### src/rtl/ps2_pkg.sv
// rtl/ps2_pkg.sv - shared types and constants for the PS/2 keyboard receiver
package ps2_pkg;

  typedef enum logic [1:0] {
    ST_IDLE   = 2'd0,
    ST_DATA   = 2'd1,
    ST_PARITY = 2'd2,
    ST_STOP   = 2'd3
  } ps2_state_e;

  localparam logic [7:0] BREAK_PREFIX = 8'hF0;
  localparam int         BREAK_BIT    = 8;
  localparam int         CODE_W       = BREAK_BIT + 1;

  // Odd parity check over the eight data bits plus the received parity bit.
  function automatic logic parity_ok(input logic [7:0] code, input logic par);
    return ^{code, par};
  endfunction

endpackage

### src/rtl/ps2_kbd_rx_if.sv
// rtl/ps2_kbd_rx_if.sv - scan-code read port and status of the PS/2 receiver
interface ps2_kbd_rx_if #(
  parameter int FIFO_DEPTH = 8
);
  logic                          iRead;
  logic [8:0]                    oData;
  logic                          oValid;
  logic [$clog2(FIFO_DEPTH):0]   oCount;
  logic                          oParityErr;
  logic                          oFrameErr;
  logic                          oOverflow;

  modport master (
    input  iRead,
    output oData, oValid, oCount, oParityErr, oFrameErr, oOverflow
  );

  modport slave (
    output iRead,
    input  oData, oValid, oCount, oParityErr, oFrameErr, oOverflow
  );
endinterface

### src/rtl/ps2_sync_fifo.sv
// rtl/ps2_sync_fifo.sv - synchronous FIFO with sticky overflow and zeroed empty head
module ps2_sync_fifo #(
  parameter int WIDTH = 9,
  parameter int DEPTH = 8
) (
  input  logic                     clk_i,
  input  logic                     rst_ni,
  input  logic                     wr_en_i,
  input  logic [WIDTH-1:0]         wr_data_i,
  input  logic                     rd_en_i,
  output logic [WIDTH-1:0]         rd_data_o,
  output logic                     valid_o,
  output logic [$clog2(DEPTH):0]   count_o,
  output logic                     overflow_o
);
  localparam int AW = $clog2(DEPTH);
  localparam int CW = AW + 1;

  logic [WIDTH-1:0] mem_q [DEPTH];
  logic [AW-1:0]    wr_ptr_q, wr_ptr_d, rd_ptr_q, rd_ptr_d;
  logic [CW-1:0]    count_q, count_d;
  logic             overflow_q, overflow_d;
  logic             do_rd, do_wr, full;

  always_comb begin
    full       = (count_q == CW'(DEPTH));
    do_rd      = rd_en_i && (count_q != '0);
    // A pop frees a slot in the same cycle, so a full FIFO still accepts a write.
    do_wr      = wr_en_i && (!full || do_rd);
    wr_ptr_d   = do_wr ? wr_ptr_q + 1'b1 : wr_ptr_q;
    rd_ptr_d   = do_rd ? rd_ptr_q + 1'b1 : rd_ptr_q;
    count_d    = count_q + CW'(do_wr) - CW'(do_rd);
    overflow_d = overflow_q || (wr_en_i && full && !do_rd);
  end

  always_ff @(posedge clk_i or negedge rst_ni) begin
    if (!rst_ni) begin
      wr_ptr_q   <= '0;
      rd_ptr_q   <= '0;
      count_q    <= '0;
      overflow_q <= 1'b0;
    end else begin
      wr_ptr_q   <= wr_ptr_d;
      rd_ptr_q   <= rd_ptr_d;
      count_q    <= count_d;
      overflow_q <= overflow_d;
    end
  end

  always_ff @(posedge clk_i) begin
    if (do_wr) mem_q[wr_ptr_q] <= wr_data_i;
  end

  assign rd_data_o  = (count_q == '0) ? '0 : mem_q[rd_ptr_q];
  assign valid_o    = (count_q != '0);
  assign count_o    = count_q;
  assign overflow_o = overflow_q;
endmodule

### src/rtl/ps2_kbd_rx.sv
// rtl/ps2_kbd_rx.sv - PS/2 keyboard frame receiver feeding a scan-code FIFO
// Optional break-prefix folding into bit 8 when PS2_BREAK_FILTER_EN is defined.
module ps2_kbd_rx
  import ps2_pkg::*;
#(
  parameter int FIFO_DEPTH     = 8,
  parameter int SYNC_STAGES    = 2,
  parameter int TIMEOUT_CYCLES = 50000
) (
  input  logic          Clock,
  input  logic          Reset,
  input  logic          PS2_CLK,
  input  logic          PS2_DATA,
  ps2_kbd_rx_if.master  bus
);
  localparam int TW = $clog2(TIMEOUT_CYCLES + 1);

  logic [SYNC_STAGES-1:0] clk_sync_q, data_sync_q;
  logic                   clk_prev_q;
  logic                   clk_s, data_s, fall;

  ps2_state_e             state_q;
  logic [2:0]             bit_cnt_q;
  logic [7:0]             shift_q;
  logic                   parity_ok_q;
  logic [TW-1:0]          tmo_q;
  logic                   parity_err_q, frame_err_q, wr_en_q;
  logic [CODE_W-1:0]      wr_data_q;
`ifdef PS2_BREAK_FILTER_EN
  logic                   brk_q;
`endif

  assign clk_s  = clk_sync_q[SYNC_STAGES-1];
  assign data_s = data_sync_q[SYNC_STAGES-1];
  assign fall   = clk_prev_q && !clk_s;

  always_ff @(posedge Clock or negedge Reset) begin
    if (!Reset) begin
      clk_sync_q  <= '0;
      data_sync_q <= '0;
      clk_prev_q  <= 1'b0;
    end else begin
      clk_sync_q  <= {clk_sync_q[SYNC_STAGES-2:0], PS2_CLK};
      data_sync_q <= {data_sync_q[SYNC_STAGES-2:0], PS2_DATA};
      clk_prev_q  <= clk_s;
    end
  end

  always_ff @(posedge Clock or negedge Reset) begin
    if (!Reset) begin
      state_q      <= ST_IDLE;
      bit_cnt_q    <= '0;
      shift_q      <= '0;
      parity_ok_q  <= 1'b0;
      tmo_q        <= '0;
      parity_err_q <= 1'b0;
      frame_err_q  <= 1'b0;
      wr_en_q      <= 1'b0;
      wr_data_q    <= '0;
`ifdef PS2_BREAK_FILTER_EN
      brk_q        <= 1'b0;
`endif
    end else begin
      parity_err_q <= 1'b0;
      frame_err_q  <= 1'b0;
      wr_en_q      <= 1'b0;
      if (fall) begin
        tmo_q <= '0;
        case (state_q)
          ST_IDLE: begin
            if (!data_s) begin
              state_q   <= ST_DATA;
              bit_cnt_q <= '0;
            end
          end
          ST_DATA: begin
            shift_q   <= {data_s, shift_q[7:1]};
            bit_cnt_q <= bit_cnt_q + 3'd1;
            if (bit_cnt_q == 3'd7) state_q <= ST_PARITY;
          end
          ST_PARITY: begin
            parity_ok_q <= parity_ok(shift_q, data_s);
            state_q     <= ST_STOP;
          end
          ST_STOP: begin
            state_q <= ST_IDLE;
            if (!data_s || !parity_ok_q) begin
              frame_err_q  <= !data_s;
              parity_err_q <= data_s;
`ifdef PS2_BREAK_FILTER_EN
              brk_q        <= 1'b0;
`endif
            end else begin
`ifdef PS2_BREAK_FILTER_EN
              if (shift_q == BREAK_PREFIX) begin
                brk_q <= 1'b1;
              end else begin
                wr_en_q   <= 1'b1;
                wr_data_q <= {brk_q, shift_q};
                brk_q     <= 1'b0;
              end
`else
              wr_en_q   <= 1'b1;
              wr_data_q <= {1'b0, shift_q};
`endif
            end
          end
          default: state_q <= ST_IDLE;
        endcase
      end else if (state_q != ST_IDLE) begin
        // A keyboard that stops clocking mid-frame must not wedge the receiver.
        if (tmo_q == TW'(TIMEOUT_CYCLES - 1)) begin
          state_q     <= ST_IDLE;
          frame_err_q <= 1'b1;
          tmo_q       <= '0;
`ifdef PS2_BREAK_FILTER_EN
          brk_q       <= 1'b0;
`endif
        end else begin
          tmo_q <= tmo_q + 1'b1;
        end
      end
    end
  end

  ps2_sync_fifo #(
    .WIDTH (CODE_W),
    .DEPTH (FIFO_DEPTH)
  ) u_fifo (
    .clk_i      (Clock),
    .rst_ni     (Reset),
    .wr_en_i    (wr_en_q),
    .wr_data_i  (wr_data_q),
    .rd_en_i    (bus.iRead),
    .rd_data_o  (bus.oData),
    .valid_o    (bus.oValid),
    .count_o    (bus.oCount),
    .overflow_o (bus.oOverflow)
  );

  assign bus.oParityErr = parity_err_q;
  assign bus.oFrameErr  = frame_err_q;
endmodule

### src/flat_wrapper.sv
// flat-port wrapper written by rule: the top's interface ports become plain ports
module ps2_kbd_rx_flat import ps2_pkg::*;
#(
  parameter int FIFO_DEPTH     = 8,
  parameter int SYNC_STAGES    = 2,
  parameter int TIMEOUT_CYCLES = 50000
)
  (Clock, Reset, PS2_CLK, PS2_DATA, bus_iRead, bus_oData, bus_oValid, bus_oCount, bus_oParityErr, bus_oFrameErr, bus_oOverflow);
  ps2_kbd_rx_if #(.FIFO_DEPTH(FIFO_DEPTH)) bus_i ();
  input  logic Clock;
  input  logic Reset;
  input  logic PS2_CLK;
  input  logic PS2_DATA;
  input wire logic [$bits(bus_i.iRead)-1:0] bus_iRead;
  output wire logic [$bits(bus_i.oData)-1:0] bus_oData;
  output wire logic [$bits(bus_i.oValid)-1:0] bus_oValid;
  output wire logic [$bits(bus_i.oCount)-1:0] bus_oCount;
  output wire logic [$bits(bus_i.oParityErr)-1:0] bus_oParityErr;
  output wire logic [$bits(bus_i.oFrameErr)-1:0] bus_oFrameErr;
  output wire logic [$bits(bus_i.oOverflow)-1:0] bus_oOverflow;
  assign bus_i.iRead = bus_iRead;
  assign bus_oData = bus_i.oData;
  assign bus_oValid = bus_i.oValid;
  assign bus_oCount = bus_i.oCount;
  assign bus_oParityErr = bus_i.oParityErr;
  assign bus_oFrameErr = bus_i.oFrameErr;
  assign bus_oOverflow = bus_i.oOverflow;
  ps2_kbd_rx #(.FIFO_DEPTH(FIFO_DEPTH), .SYNC_STAGES(SYNC_STAGES), .TIMEOUT_CYCLES(TIMEOUT_CYCLES)) u_core (.Clock(Clock), .Reset(Reset), .PS2_CLK(PS2_CLK), .PS2_DATA(PS2_DATA), .bus(bus_i));
endmodule
### config.mk
export PLATFORM = sky130hd
export DESIGN_NAME = ps2_kbd_rx_flat
export DESIGN_NICKNAME = d
export VERILOG_FILES = /design/src/rtl/ps2_pkg.sv /design/src/rtl/ps2_kbd_rx_if.sv /design/src/rtl/ps2_sync_fifo.sv /design/src/rtl/ps2_kbd_rx.sv /design/src/flat_wrapper.sv
export SDC_FILE = /design/constraint.sdc
export NUM_CORES = 1
export LEC_CHECK = 0
export ABC_AREA = 1
export BUFFER_PORTS_ARGS = -buffer_cell sky130_fd_sc_hd__buf_2
export CORE_MARGIN = 4
export CORE_UTILIZATION = 37
export DETAILED_ROUTE_END_ITERATION = 8
export HOLD_SLACK_MARGIN = 0.08
export SKIP_LAST_GASP = 1
export SYNTH_ARGS = -nofsm -noshare
export SYNTH_HDL_FRONTEND = slang
export SYNTH_HIERARCHICAL = 1
export SYNTH_SLANG_ARGS = --single-unit
### constraint.sdc
create_clock -name Clock -period 2.5 [get_ports Clock]
set_input_delay 0.25 -clock Clock [delete_from_list [all_inputs] [get_ports Clock]]
set_output_delay 0.25 -clock Clock [all_outputs]
set_load 0.005 [all_outputs]
## After elaboration in Yosys (flattened, before gate mapping)

Memory sizes are Yosys's and may differ from the RTL's.
Cells that the tools add are included.

- Register bits: 57
- Word-level logic and storage cells: 84
- Output and inout port bits: 17
- Memories kept: 1
- Memory bits (writable): 64

Memories:

| name | words | width | read ports | clocked after Yosys merged registers in | wr ports | RTL line | source |
|---|---|---|---|---|---|---|---|
| u_core.u_fifo.mem_q | 8 | 8 | 1 | 0 | 1 | ps2_sync_fifo.sv:19 | `logic [WIDTH-1:0] mem_q [DEPTH];` |

- Bitwise logic cells: 1
- Muxes and demuxes: 25
- $add $sub $neg: 6
- Equal/unequal tests: 9
- Reduce and logical (&&, ||, !) cells: 26

Operator list:

| operator | count |
|---|---|
| $mux W16 | 3 |
| $add A16 B1 Y16 const B | 1 |
| $eq A16 B16 Y1 const B | 1 |
| $mux W1 | 13 |
| $mux W2 | 5 |
| $add A3 B1 Y3 const B | 3 |
| $mux W9 | 1 |
| $reduce_xor A9 Y1 | 1 |
| $pmux W2 S4 | 1 |
| $reduce_bool A2 Y1 | 4 |
| $ne A3 B3 Y1 const B | 2 |
| $pmux W3 S2 | 1 |
| $reduce_and A3 Y1 | 2 |
| $logic_and A1 B1 Y1 | 5 |
| $logic_not A1 Y1 | 5 |
| $add A4 B1 Y4 | 1 |
| $eq A2 B2 Y1 const B | 2 |
| $eq A4 B4 Y1 const B | 1 |
| $logic_not A4 Y1 | 1 |
| $reduce_and A2 Y1 | 2 |
| $reduce_and A4 Y1 | 1 |
| $reduce_bool A4 Y1 | 1 |
| $sub A4 B1 Y4 | 1 |
| $eq A3 B3 Y1 const B | 1 |
| 6 further kinds | 8 |

## Longest topological paths before layout

- Depth in word-level cells: 6
- Gate-level depth with buffers: 12
- Gate-level depth less buffers: 12

## By module

The synthesis kept the hierarchy.

Modules (own cells, without submodules):

| module | instances | cells each | area an instance (sq um) |
|---|---|---|---|
| ps2_sync_fifo | 1 | 389 | 3872.5 |
| ps2_kbd_rx | 1 | 298 | 2353.5 |

## Worst setup path after synthesis

No wires, ideal clock.

- Path kind: reg2reg
- From: register u_core.u_fifo.count_q[2] (netlist: u_core/u_fifo/count_o[2])
- To: register u_core.u_fifo.count_q[2] (netlist: u_core/u_fifo/count_o[2])
- Period minus slack after synthesis: 2.087 ns
- Data required time: 2.377 ns
- Cell stages (with the launch flop): 12
- Data arrival time: 1.965 ns
- Path slack: 0.413 ns
- Buffers on the path: 0
- Cell sequence: dfrtp_1 -> inv_1 -> ha_1 -> nor3b_2 -> nand2_2 -> nand2_2 -> ha_1 -> inv_1 -> ha_1 -> inv_1 -> fa_1 -> xnor2_1

- Word-level cells in the longest chain between the ends: 6
- Elaborated cells on any way between the ends: 8
- Those cells by class: add/sub: 2; eq/ne: 1; reduce/logical: 5

Ends and longest elaborated chain:

| element | RTL line | source |
|---|---|---|
| from (decl) | ps2_sync_fifo.sv:21 | `logic [CW-1:0] count_q, count_d;` |
| from (signal assigned) | ps2_sync_fifo.sv:45 | `count_q <= count_d;` |
| $eq A4 B4 Y1 / $reduce_bool A4 Y1 (equally long branches) | ps2_sync_fifo.sv:26, ps2_sync_fifo.sv:27 |  |
| $logic_not A1 Y1 / $logic_and A1 B1 Y1 (equally long branches) | ps2_sync_fifo.sv:29, ps2_sync_fifo.sv:27 |  |
| $logic_or A1 B1 Y1 | ps2_sync_fifo.sv:29 | `do_wr = wr_en_i && (!full \|\| do_rd);` |
| $logic_and A1 B1 Y1 | ps2_sync_fifo.sv:29 |  |
| $add A4 B1 Y4 | ps2_sync_fifo.sv:32 | `count_d = count_q + CW'(do_wr) - CW'(do_rd);` |
| $sub A4 B1 Y4 * | ps2_sync_fifo.sv:32 |  |
| net u_core.u_fifo.count_d[2] | ps2_sync_fifo.sv:21 |  |

The timed path passes the listed nets; every way through them passes the cells marked *.
A chain may end at the register's enable or synchronous reset.

## Worst setup path in the final report

Same ends and word-level chain as after synthesis.

==> flow_metrics.py <==
metrics = {
    "outcome": {
        "status": "complete, no violations",
    },
    "detailed_routing": {
        "num_vias": 4283,
        "routed.top_layer": "met4",
        "dr.pass1.iters": 4,
        "routed_via_density": 4.44,
        "first_iter_violations": 232,
        "ant_nets": 0,
        "drc": 0,
        "met1_length_um": 5500,
        "avgRoutedWirePerCell_um": 12.4,
        "wl_met3_um": 742,
        "wl_met2_um": 5620,
        "wirelength_um": 12000,
    },
    "synth": {
        "syn_area_um2": 6230,
        "syn_inst": 687,
        "synthAdderAreaFrac_pct": 3.34,
        "synth_seq_cells": 129,
        "synth-simple-area-share_pct": 24.8,
        "synth_top_family_by_area": "simple AND/OR/NAND/NOR gates",
        "synth-compound-area-share_pct": 2.61,
        "syn_avg_cell_area_um2": 9.06,
        "yosysWarnings": 6,
        "seq_area_frac_synth_pct": 57.6,
        "synth_cell_type_count": 30,
        "synth.area.mux_share_pct": 0,
        "synth-xor-area-share_pct": 1.69,
    },
    "timing": {
        "finalSetupViolCount": 0,
        "period_share_pct": 90.1,
        "finalWorstSetupSlack_ns": 0.248,
        "fin_tns_setup_ns": 0,
        "slew_headroom_pct": 47.2,
        "tightest_slew_ns": 0.791,
        "fmax_mhz": 444,
        "clock_skew_ns": 0.00722,
        "maxSlewViolCount": 0,
        "timing.hold.ws_ns": 0.167,
        "final-hold-violation-count": 0,
        "period_needed_ns": 2.25,
        "rsz0062_at_grt": "no",
    },
    "critical_path": {
        "worstPathArrival_ns": 2.55,
        "r2r_slack_ns": 0.25,
        "r2r_end": "u_core/u_fifo/count_o[2]",
        "path_max_fanout": 8,
        "start_kind": "register",
        "worst-r2r-cell-count": 12,
        "reg2reg_from": "u_core/u_fifo/count_o[2]",
        "end_kind": "register",
        "worstSetupPathType": "register to register",
        "crit_required_ns": 2.79,
    },
    "finish": {
        "drive_above_1_share_pct": 12.5,
        "num_antenna_cells": 0,
        "stdcell_count": 965,
        "multi_input_area_um2": 2050,
        "area_growth_pct": 14.9,
        "utilization_pct": 43.3,
        "finalNetCount": 753,
        "fillers": 1646,
        "regArea_um2": 3590,
    },
    "floorplan": {
        "dieArea_um2": 19000,
        "pin_count": 22,
        "rows": 47,
        "core-area_um2": 16500,
        "fp.dieH_um": 138,
        "start_util_pct": 37.7,
        "fp.dieW_um": 138,
    },
    "pwr": {
        "p_leak_nw": 3.49,
        "ir_drop_uv": 442,
        "powerDensity_nw_per_um2": 904,
    },
    "place": {
        "io_buffers": 21,
        "globalplace.congestion": 0.791,
        "dp.cells": 930,
        "place_ws_ns": 0.239,
        "dp_hpwl_um": 7780,
    },
    "clock_tree": {
        "path_clk_slew_ns": 0.06,
        "worstSkewPairLatency_ns": 0.42,
        "postCtsHoldBufs": 3,
        "cts_sinks": 129,
        "cts-root-buf": "clkbuf_16",
        "cts_buffers": 17,
        "cts_resized": 0,
        "clk_path_buf_depth": 2,
        "htree_levels": 4,
        "postCtsSetupRepairBufs": 0,
        "tritoncts": "built",
    },
    "hold_path": {
        "min_from": "bus_iRead",
        "whs_path_depth": 3,
        "hold_end": "u_core/u_fifo/rd_ptr_q[0]",
        "min-delay-path-class": "primary input to register",
    },
    "global_routing": {
        "grt_max_degree": 58,
        "grt_pass1_vias": 4049,
        "grt_pass1_wl_um": 20000,
        "antenna_found_initial": 0,
        "grt-ovfl-total": 0,
        "grt.total_usage_pct": 13.8,
    },
    "job": {
        "maxCapViolations": 0,
    },
}
==> cells in the mapped netlist (all sizes together) <==
cell	instances	share of area [%]
nor2	71	4.7
buf	16	2.2
a21oi	14	1.1
fa	1	0.32
ha	15	3.0
o31ai	1	0.12
nand3b	1	0.18
clkbuf	2	0.12
nand3	75	6.0
nor3b	1	0.20
nand2	200	13
xor2	7	0.98
conb	1	0.060
dfrtp	57	23
edfxtp	72	35
xnor2	5	0.70
o21bai	2	0.24
o21ai	14	1.1
nand4	6	0.60
nor3	3	0.24
inv	123	7.5
==> stage by stage <==
stage | power [W] | cell area, µm²
floorplan | 0.00386 | 6250
global placement | 0.00431 | 6590
detailed placement | 0.00432 | 6590
CTS | 0.00657 | 7150
global route | 0.00692 | 7150
finish | 0.00647 | 7150
==> layout make-up <==
cell class                      count  share of cell area, %
Timing Repair Buffer               37                   3.25
Multi-Input combinational cell    424                   28.7
Sequential cell                   129                   50.2
Clock inverter                     13                   1.45
Inverter                          123                   6.56
Tap cell                          220                   3.85
Clock buffer                       19                   6.05
==> worst max-delay path, stage by stage (launching register included) <==
cell     delay [ns]
dfrtp_1        0.35
inv_1          0.08
ha_1           0.20
nand2_1        0.10
nand2_2        0.10
nand2_2        0.12
nand2_2        0.12
ha_1           0.29
inv_1          0.06
ha_1           0.16
inv_1          0.06
fa_1           0.37
xnor2_1        0.14
==> worst max-delay path by stage <==
| stage | startpoint | end | slack [ns] | depth (start not counted) |
|---|---|---|---|---|
| 2_1_floorplan | u_core/u_fifo/count_o[2] | u_core/u_fifo/count_o[2] | 0.41 | 11 |
| 3_3_place_gp | u_core/u_fifo/count_o[2] | u_core/u_fifo/count_o[2] | 0.32 | 11 |
| 3_5_place_dp | u_core/u_fifo/count_o[2] | u_core/u_fifo/count_o[2] | 0.24 | 11 |
| 4_1_cts | u_core/u_fifo/count_o[2] | u_core/u_fifo/count_o[2] | 0.23 | 11 |
| 5_1_grt | u_core/u_fifo/count_o[2] | u_core/u_fifo/count_o[2] | 0.05 | 12 |
| 6_report | u_core/u_fifo/count_o[2] | u_core/u_fifo/count_o[2] | 0.25 | 12 |
==> layer usage <==
layer | vias to the layer above | track usage [%]
met4 | 0 | 4.23
li1 | 2242 | -
met1 | 1944 | 17.6
met5 | - | 0
met2 | 86 | 22.6
met3 | 11 | 4.31
==> kinds of logic after synthesis <==
| kind of cell | count (synthesis) |
|---|---|
| AND/OR/NAND/NOR | 357 |
| buffers and inverters | 141 |
| flip-flops | 129 |
| AO/OA/AOI/OAI | 31 |
| adder cells (fa/ha/maj) | 16 |
| XOR/XNOR | 12 |
| other | 1 |
==> report_power, final <==
| group | switching, W | internal [W] |
|---|---|---|
| Clock | 0.000943 | 0.00128 |
| Combinational | 0.00103 | 0.000609 |
| Sequential | 0.000218 | 0.00238 |
==> sequential cells by signal, indices dropped and copies added (netlist names), 2 cells and up <==
register                cells
u_core/u_fifo/mem_q        72
u_core/tmo_q               16
u_core/shift_q              8
u_core/wr_data_q            8
u_core/u_fifo/count_o       4
u_core/bit_cnt_q            3
u_core/u_fifo/rd_ptr_q      3
u_core/u_fifo/wr_ptr_q      3
u_core/clk_sync_q           2
u_core/data_sync_q          2
u_core/state_q              2
==> placed cells by master, fill, tap and decap left out <==
cell type / n
edfxtp_1: 72
nand3b_2: 1
inv_1: 118
o21bai_1: 2
nand3_1: 75
a21oi_1: 14
clkinvlp_4: 4
xor2_1: 7
buf_2: 21
nand4_1: 6
nor2_1: 66
inv_8: 1
fa_1: 1
inv_4: 1
clkinv_4: 2
inv_6: 5
clkbuf_16: 17
nor2_2: 2
dfrtp_1: 57
nor2_4: 3
dlygate4sd3_1: 3
o31ai_1: 1
nand2_1: 183
xnor2_1: 5
nor3b_2: 1
clkbuf_1: 2
nand2_4: 1
buf_4: 13
clkinv_2: 2
o21ai_0: 14
nand2_2: 16
inv_2: 3
conb_1: 8
ha_1: 15
nor3_1: 3
Power figures use the tool's default switching activity.
